### src/rtl/dmem_arbiter_if.sv
// Request, response and memory-side signals of the two-port data memory arbiter.
// Handshake: an access completes in the cycle where reqN_valid and reqN_ready are both high;
// the requester holds valid and payload stable until then, and ready never depends on rsp signals.
interface dmem_arbiter_if;
   logic        req0_valid, req1_valid;
   logic        req0_write, req1_write;
   logic        req0_lock,  req1_lock;
   logic [31:0] req0_addr,  req1_addr;
   logic [31:0] req0_wdata, req1_wdata;
   logic        req0_ready, req1_ready;
   logic        rsp0_valid, rsp1_valid;
   logic [31:0] rsp0_rdata, rsp1_rdata;
   logic        rsp0_err,   rsp1_err;
   logic [31:0] mem_addr;
   logic [31:0] mem_wdata;
   logic        mem_write;
   logic [31:0] mem_rdata;

   modport slave (
      input  req0_valid, req1_valid, req0_write, req1_write, req0_lock, req1_lock,
      input  req0_addr, req1_addr, req0_wdata, req1_wdata, mem_rdata,
      output req0_ready, req1_ready, rsp0_valid, rsp1_valid, rsp0_rdata, rsp1_rdata,
      output rsp0_err, rsp1_err, mem_addr, mem_wdata, mem_write
   );

   modport master (
      output req0_valid, req1_valid, req0_write, req1_write, req0_lock, req1_lock,
      output req0_addr, req1_addr, req0_wdata, req1_wdata, mem_rdata,
      input  req0_ready, req1_ready, rsp0_valid, rsp1_valid, rsp0_rdata, rsp1_rdata,
      input  rsp0_err, rsp1_err, mem_addr, mem_wdata, mem_write
   );
endinterface

### src/rtl/dmem_arbiter.sv
// Two-port arbiter in front of a single-port word-addressed data memory, with round-robin or
// fixed priority selection, lock ownership for read-modify-write, and a lock idle timeout.
module dmem_arbiter #(
   parameter int DATA_MEM_SIZE = 64,
   parameter int PRIO_MODE     = 0,
   parameter int LOCK_MAX      = 16
) (
   input  logic       clk,
   input  logic       rst,
   dmem_arbiter_if.slave bus,
   output logic [1:0] state
);
   typedef enum logic [1:0] {IDLE = 2'd0, LOCK0 = 2'd1, LOCK1 = 2'd2} arb_state_t;

   localparam logic [29:0] IDX_LIMIT = 30'(DATA_MEM_SIZE);
   localparam logic [7:0]  CNT_LAST  = 8'(LOCK_MAX - 1);

   arb_state_t  fsm;
   logic        last_grant;
   logic [7:0]  lock_cnt;
   logic        grant0, grant1;
   logic [31:0] win_addr, win_wdata;
   logic        win_write, win_err;

   // Grants are purely combinational and forced low while reset is held.
   always_comb begin
      grant0 = 1'b0;
      grant1 = 1'b0;
      if (rst) begin
         case (fsm)
            LOCK0:   grant0 = bus.req0_valid;
            LOCK1:   grant1 = bus.req1_valid;
            default: begin
               grant0 = bus.req0_valid && (!bus.req1_valid || PRIO_MODE != 0 || last_grant);
               grant1 = bus.req1_valid && !grant0;
            end
         endcase
      end
   end

   assign win_addr  = grant1 ? bus.req1_addr  : bus.req0_addr;
   assign win_wdata = grant1 ? bus.req1_wdata : bus.req0_wdata;
   assign win_write = grant1 ? bus.req1_write : bus.req0_write;
   assign win_err   = win_addr[31:2] >= IDX_LIMIT;

   assign bus.req0_ready = grant0;
   assign bus.req1_ready = grant1;
   assign bus.mem_addr   = win_addr;
   assign bus.mem_wdata  = win_wdata;
   assign bus.mem_write  = (grant0 || grant1) && win_write && !win_err;
   assign state          = fsm;

   always_ff @(posedge clk) begin
      if (!rst) begin
         fsm            <= IDLE;
         last_grant     <= 1'b1;
         lock_cnt       <= '0;
         bus.rsp0_valid <= 1'b0;
         bus.rsp1_valid <= 1'b0;
         bus.rsp0_rdata <= '0;
         bus.rsp1_rdata <= '0;
         bus.rsp0_err   <= 1'b0;
         bus.rsp1_err   <= 1'b0;
      end else begin
         bus.rsp0_valid <= grant0;
         bus.rsp1_valid <= grant1;
         bus.rsp0_err   <= grant0 && win_err;
         bus.rsp1_err   <= grant1 && win_err;
         bus.rsp0_rdata <= (grant0 && !bus.req0_write && !win_err) ? bus.mem_rdata : '0;
         bus.rsp1_rdata <= (grant1 && !bus.req1_write && !win_err) ? bus.mem_rdata : '0;
         if (grant0 || grant1) last_grant <= grant1;

         // An owner request always clears the idle counter, so it beats the timeout.
         case (fsm)
            LOCK0: begin
               if (grant0) begin
                  fsm      <= bus.req0_lock ? LOCK0 : IDLE;
                  lock_cnt <= '0;
               end else if (lock_cnt == CNT_LAST) begin
                  fsm      <= IDLE;
                  lock_cnt <= '0;
               end else begin
                  lock_cnt <= lock_cnt + 8'd1;
               end
            end
            LOCK1: begin
               if (grant1) begin
                  fsm      <= bus.req1_lock ? LOCK1 : IDLE;
                  lock_cnt <= '0;
               end else if (lock_cnt == CNT_LAST) begin
                  fsm      <= IDLE;
                  lock_cnt <= '0;
               end else begin
                  lock_cnt <= lock_cnt + 8'd1;
               end
            end
            default: begin
               lock_cnt <= '0;
               if (grant0 && bus.req0_lock)      fsm <= LOCK0;
               else if (grant1 && bus.req1_lock) fsm <= LOCK1;
               else                              fsm <= IDLE;
            end
         endcase
      end
   end
endmodule

### src/flat_wrapper.sv
// flat-port wrapper written by rule: the top's interface ports become plain ports
module dmem_arbiter_flat 
#(
   parameter int DATA_MEM_SIZE = 64,
   parameter int PRIO_MODE     = 0,
   parameter int LOCK_MAX      = 16
)
  (clk, rst, state, bus_req0_valid, bus_req1_valid, bus_req0_write, bus_req1_write, bus_req0_lock, bus_req1_lock, bus_req0_addr, bus_req1_addr, bus_req0_wdata, bus_req1_wdata, bus_mem_rdata, bus_req0_ready, bus_req1_ready, bus_rsp0_valid, bus_rsp1_valid, bus_rsp0_rdata, bus_rsp1_rdata, bus_rsp0_err, bus_rsp1_err, bus_mem_addr, bus_mem_wdata, bus_mem_write);
  dmem_arbiter_if bus_i ();
  input  logic clk;
  input  logic rst;
  output logic [1:0] state;
  input wire logic [$bits(bus_i.req0_valid)-1:0] bus_req0_valid;
  input wire logic [$bits(bus_i.req1_valid)-1:0] bus_req1_valid;
  input wire logic [$bits(bus_i.req0_write)-1:0] bus_req0_write;
  input wire logic [$bits(bus_i.req1_write)-1:0] bus_req1_write;
  input wire logic [$bits(bus_i.req0_lock)-1:0] bus_req0_lock;
  input wire logic [$bits(bus_i.req1_lock)-1:0] bus_req1_lock;
  input wire logic [$bits(bus_i.req0_addr)-1:0] bus_req0_addr;
  input wire logic [$bits(bus_i.req1_addr)-1:0] bus_req1_addr;
  input wire logic [$bits(bus_i.req0_wdata)-1:0] bus_req0_wdata;
  input wire logic [$bits(bus_i.req1_wdata)-1:0] bus_req1_wdata;
  input wire logic [$bits(bus_i.mem_rdata)-1:0] bus_mem_rdata;
  output wire logic [$bits(bus_i.req0_ready)-1:0] bus_req0_ready;
  output wire logic [$bits(bus_i.req1_ready)-1:0] bus_req1_ready;
  output wire logic [$bits(bus_i.rsp0_valid)-1:0] bus_rsp0_valid;
  output wire logic [$bits(bus_i.rsp1_valid)-1:0] bus_rsp1_valid;
  output wire logic [$bits(bus_i.rsp0_rdata)-1:0] bus_rsp0_rdata;
  output wire logic [$bits(bus_i.rsp1_rdata)-1:0] bus_rsp1_rdata;
  output wire logic [$bits(bus_i.rsp0_err)-1:0] bus_rsp0_err;
  output wire logic [$bits(bus_i.rsp1_err)-1:0] bus_rsp1_err;
  output wire logic [$bits(bus_i.mem_addr)-1:0] bus_mem_addr;
  output wire logic [$bits(bus_i.mem_wdata)-1:0] bus_mem_wdata;
  output wire logic [$bits(bus_i.mem_write)-1:0] bus_mem_write;
  assign bus_i.req0_valid = bus_req0_valid;
  assign bus_i.req1_valid = bus_req1_valid;
  assign bus_i.req0_write = bus_req0_write;
  assign bus_i.req1_write = bus_req1_write;
  assign bus_i.req0_lock = bus_req0_lock;
  assign bus_i.req1_lock = bus_req1_lock;
  assign bus_i.req0_addr = bus_req0_addr;
  assign bus_i.req1_addr = bus_req1_addr;
  assign bus_i.req0_wdata = bus_req0_wdata;
  assign bus_i.req1_wdata = bus_req1_wdata;
  assign bus_i.mem_rdata = bus_mem_rdata;
  assign bus_req0_ready = bus_i.req0_ready;
  assign bus_req1_ready = bus_i.req1_ready;
  assign bus_rsp0_valid = bus_i.rsp0_valid;
  assign bus_rsp1_valid = bus_i.rsp1_valid;
  assign bus_rsp0_rdata = bus_i.rsp0_rdata;
  assign bus_rsp1_rdata = bus_i.rsp1_rdata;
  assign bus_rsp0_err = bus_i.rsp0_err;
  assign bus_rsp1_err = bus_i.rsp1_err;
  assign bus_mem_addr = bus_i.mem_addr;
  assign bus_mem_wdata = bus_i.mem_wdata;
  assign bus_mem_write = bus_i.mem_write;
  dmem_arbiter #(.DATA_MEM_SIZE(DATA_MEM_SIZE), .PRIO_MODE(PRIO_MODE), .LOCK_MAX(LOCK_MAX)) u_core (.clk(clk), .rst(rst), .bus(bus_i), .state(state));
endmodule
### config.mk
export PLATFORM = sky130hd
export DESIGN_NAME = dmem_arbiter_flat
export DESIGN_NICKNAME = d
export VERILOG_FILES = /design/src/rtl/dmem_arbiter_if.sv /design/src/rtl/dmem_arbiter.sv /design/src/flat_wrapper.sv
export SDC_FILE = /design/constraint.sdc
export NUM_CORES = 1
export LEC_CHECK = 0
export ABC_AREA = 1
export CAP_MARGIN = 15
export CORE_AREA = 2 2 118 120
export CTS_BUF_LIST = sky130_fd_sc_hd__clkbuf_4
export DETAILED_ROUTE_END_ITERATION = 7
export DIE_AREA = 0 0 120 122
export PLACE_DENSITY = 0.78
export SETUP_SLACK_MARGIN = 0.15
export SYNTH_ARGS = -nofsm -noshare
export SYNTH_HDL_FRONTEND = slang
export SYNTH_SLANG_ARGS = --single-unit
### constraint.sdc
create_clock -name clk -period 2.4 [get_ports clk]
set_clock_uncertainty 0.15 [all_clocks]
set_input_delay 0.48 -clock clk [delete_from_list [all_inputs] [get_ports clk]]
set_output_delay 0.48 -clock clk [all_outputs]
set_load 0.005 [all_outputs]
==> results <==
- The H-tree was split into 3 levels.
- In this run the critical register-to-register path is launched from u_core.state[0].
- The startpoint type of the worst setup path is a flop.
- Counting instances, the worst hold path has a depth of 1.
- From left edge to right edge, the die measures 120 um.
- For this block, the routed nets add up to 15700 um of wire.
- The capture endpoint of the worst hold path is u_core.lock_cnt[0].
- The count of port buffers added during placement is 304.
- The synthesized netlist net count is 685.
- The first routing iteration left 141 violations.
- Leaving out fill and tap cells, the most frequent cell in the layout is sky130_fd_sc_hd__clkdlybuf4s50_1.
- Synthesis instantiated 30 different standard cells from the library.
- Summing every instance area after synthesis gives 3520 um^2.
- The clock share of power is 27.8%.
- The slew of the pin with the lowest slew margin is 285 ps.
- In this run the power density over the cells is 383 nW/um^2.
- The initial antenna violation count came to 1.
- At the later pin of the worst-skew pair, clock insertion delay measures 420 ps.
- The pin count of the biggest net entering global routing is 23.
- At the end of the flow, the number of nets in the layout was 1065.
- Clock tree synthesis selected as its root buffer the cell sky130_fd_sc_hd__clkbuf_4.
- The leakage power figure is 3.73 nW.
- Prior to clock tree synthesis, the placed netlist has a worst setup slack of -1000 ps.
- For this block, the via count after detailed routing is 4510.
- Dividing the detail-routed wire length by the instance count gives 14.6 um.
- In this run, synthesis produced a sequential element count of 79.
- The CTS tree is done.
- The area of the core region is 13500 um^2.
- The area growth from synthesis to layout is 129%.
- STA puts the critical path data required time at 1770 ps.
- The first detailed-routing pass took 5 iterations.
- The startpoint of the lowest-slack hold path is u_core.lock_cnt[0].
- In this run the deepest clock path goes through 2 buffers.
- Global routing used 20.9% of the available tracks across all layers.
- The routed via count divided by cell count is 4.18.
- STA classifies the critical path endpoint as an output port.
- The hold violation total from the final report is 0.
- During synthesis, Yosys emitted a total of 0 warnings.
- In this run the remaining antenna-violating nets after routing total 0.
- The share of total power in sequential cells is 42.9%.
- The critical path class is reg2out.
- The share of total power consumed by net switching is 28.6%.
- The placed instance count is 1025.
- The wire length of the first global-routing pass is 23400 um.
- The number of pins with negative max-slew slack in the final report came to 0.
- The number of maximum-capacitance violations is 0.
- The final cell utilization of the core is 59.6%.
- The placed instances occupy a cell area of 7050 um^2.
- The worst path uses 125% of the clock period.
- The setup check on the worst reg-to-reg path leaves a slack of -250 ps.
- The worst hold path class is reg2reg.
- The global placement routability congestion is 0.858.
- By area the synthesized netlist is led by sky130_fd_sc_hd__dfxtp_1 (45%), sky130_fd_sc_hd__nand2_1 (21%), sky130_fd_sc_hd__inv_1 (8.5%), sky130_fd_sc_hd__nor2_1 (8.4%), sky130_fd_sc_hd__nand3b_1 (3.0%).
- Combinational logic is responsible for 29.4% of the overall power.
- The worst register-to-register path has a depth of 19.
- The number of DRC violations after detailed routing is 0.
- After clock tree synthesis, the clock-pin slew on the worst setup and hold paths is 140 ps.
- The sequential-to-total area share from yosys stat is 44.9%.
- The maximum ir drop on the vdd rail is 0.322 mV.
- Leaving out fill and tap cells, the most frequent cells in the layout are sky130_fd_sc_hd__clkdlybuf4s50_1 (238), sky130_fd_sc_hd__nand2_1 (142), sky130_fd_sc_hd__dfxtp_1 (77).
- The share of cells above drive strength 1 is 33.6%.
- The total net switching power is 0.880 mW.
- Setup violations remaining at the end of the flow were counted as 131.
- The die covers 14600 um^2.
- The shortest period the worst path allows is 3000 ps.
- Headroom to the max-slew limit came out at 81.0%.
- The site row count is 43.
- The flow ran to the end, but the final reports show violations.
- The final sum of negative setup slack is -29460 ps.
- After layout, the design draws a total of 3.08 mW.
- The worst slack on hold paths is 308 ps.
- The synthesized design devotes to its leading area cell type 44.9% of total area.
- The tree built by TritonCTS fans out to 79 sinks.
- The checks that failed: setup timing.
- For this run, the number of standard cells in the final layout without fillers is 1080.
- The starting density of the core is 26.1%.
- The capturing point of the worst reg2reg path is u_core.bus.rsp1_rdata[16].
- The overall die height is 122 um.
- Setup repair after global routing could not meet its margin everywhere.
- The via count of the first global-routing pass is 4535.
- The number of CTS-inserted buffers is 9.
- The remaining global-route overflow is 0.
- Synthesis produced a netlist whose cell count is 514.
- After layout, the worst setup slack is -603 ps.
- The largest area contributor in the synthesized netlist is sky130_fd_sc_hd__dfxtp_1.
- The finished layout cell area is 8050 um^2.
- Along the worst path, the maximum fanout reaches 8.
- The cell-internal power is 2.20 mW.
- Pin placement for this block handled 305 I/O pins.
- At the worst endpoint, the arrival time is 2370 ps.
- Summed over all nets, the half-perimeter wirelength after detailed placement is 11700 um.
- The achievable frequency is 0.333 GHz.
- The synthesized area per cell is 6.86 um^2.
-- worst max-delay path: stages (launching register included) --
cell,delay [ps]
sky130_fd_sc_hd__dfxtp_2,360
sky130_fd_sc_hd__inv_2,40
sky130_fd_sc_hd__ha_4,280
sky130_fd_sc_hd__nand2_2,50
sky130_fd_sc_hd__inv_2,90
sky130_fd_sc_hd__nand2_8,90
sky130_fd_sc_hd__nand2_8,120
sky130_fd_sc_hd__buf_8,130
sky130_fd_sc_hd__nand2_2,50
sky130_fd_sc_hd__nand2_2,50
sky130_fd_sc_hd__nand2_1,70
sky130_fd_sc_hd__nor2_2,130
sky130_fd_sc_hd__nand2_2,100
sky130_fd_sc_hd__nor2_8,120
sky130_fd_sc_hd__nand2_1,70
sky130_fd_sc_hd__nor2_2,80
sky130_fd_sc_hd__buf_2,130
-- sequential cells by signal, indices dropped and copies added (netlist names) --
register and cells:
u_core.bus.rsp1_valid 1, u_core.last_grant 1, u_core.bus.rsp1_err 1, u_core.bus.rsp0_rdata 32, u_core.bus.rsp1_rdata 32, u_core.bus.rsp0_valid 1
u_core.state 2, u_core.lock_cnt 8, u_core.bus.rsp0_err 1
-- cells in the mapped netlist --
master / n
sky130_fd_sc_hd__o211ai_1: 1
sky130_fd_sc_hd__nand2_2: 2
sky130_fd_sc_hd__o21ai_1: 1
sky130_fd_sc_hd__inv_1: 80
sky130_fd_sc_hd__dfxtp_1: 79
sky130_fd_sc_hd__nand3_1: 8
sky130_fd_sc_hd__o31ai_1: 1
sky130_fd_sc_hd__buf_1: 4
sky130_fd_sc_hd__nor3_1: 2
sky130_fd_sc_hd__o21ai_0: 3
sky130_fd_sc_hd__clkbuf_1: 5
sky130_fd_sc_hd__xor2_1: 1
sky130_fd_sc_hd__a21oi_1: 5
sky130_fd_sc_hd__a22o_1: 1
sky130_fd_sc_hd__nand3b_1: 14
sky130_fd_sc_hd__buf_4: 1
sky130_fd_sc_hd__xnor2_1: 2
sky130_fd_sc_hd__nand3_4: 2
sky130_fd_sc_hd__a21oi_2: 1
sky130_fd_sc_hd__nor2_8: 2
sky130_fd_sc_hd__nand2_8: 1
sky130_fd_sc_hd__buf_6: 8
sky130_fd_sc_hd__inv_2: 2
sky130_fd_sc_hd__nor2_2: 5
sky130_fd_sc_hd__nor2_4: 1
sky130_fd_sc_hd__buf_2: 2
sky130_fd_sc_hd__nor2_1: 79
sky130_fd_sc_hd__nand2_4: 1
sky130_fd_sc_hd__nand2_1: 197
sky130_fd_sc_hd__ha_1: 3
-- power by group through the flow --
stage               registers (mW)  logic (mW)  clock network (mW)
global placement              1.35       0.812                   0
global route                  1.32       0.978               0.949
CTS                           1.32       0.873               0.874
floorplan                     1.35       0.230                   0
detailed placement            1.35       0.814                   0
finish                        1.32       0.905               0.856
-- worst max-delay path by stage --
stage                     from             to  slack [ps]  cells after the start
6_report       u_core.state[0]  bus_mem_write        -600                     16
5_1_grt        u_core.state[0]  bus_mem_write        -810                     16
4_1_cts        u_core.state[0]  bus_mem_write        -650                     16
3_5_place_dp    bus_req0_valid  bus_mem_write       -1000                     15
3_3_place_gp    bus_req0_valid  bus_mem_write        -950                     15
2_1_floorplan  u_core.state[0]  bus_mem_write         -30                     15
-- area by class of cell --
type	instances	area [um^2]
clock buffer	9	67.6
antenna	1	2.50
timing repair buffer	386	3810
sequential	79	1580
inverter	82	315
multi-input combinational	336	1970
fill	1178	5450
clock inverter	7	85.1
tap	180	225
-- metal layers --
metal	share of wire (%)	vias up	GRT usage (%)
met5	0	-	0
met1	35	1977	20.9
met4	3.3	0	8.16
met2	53	226	39.8
met3	8.5	28	6.69
li1	-	2279	-
-- cell families after synthesis --
family / count (synthesis) / share of synthesized area, %
XOR/XNOR: 3 / 0.746
adder cells (fa/ha/maj): 3 / 1.07
buffers and inverters: 102 / 12.7
AND/OR/NAND/NOR: 314 / 38.4
flip-flops: 79 / 44.9
AO/OA/AOI/OAI: 13 / 2.20
-- what timing repair did --
action                     in CTS  in global routing
setup endpoints to repair     133                141
gates resized for setup       344                105
cloned                          8                  0
pin swaps                       9                  9
hold buffers                    0                  0
setup buffers                  21                  9
(Power assumes the default switching activity.)
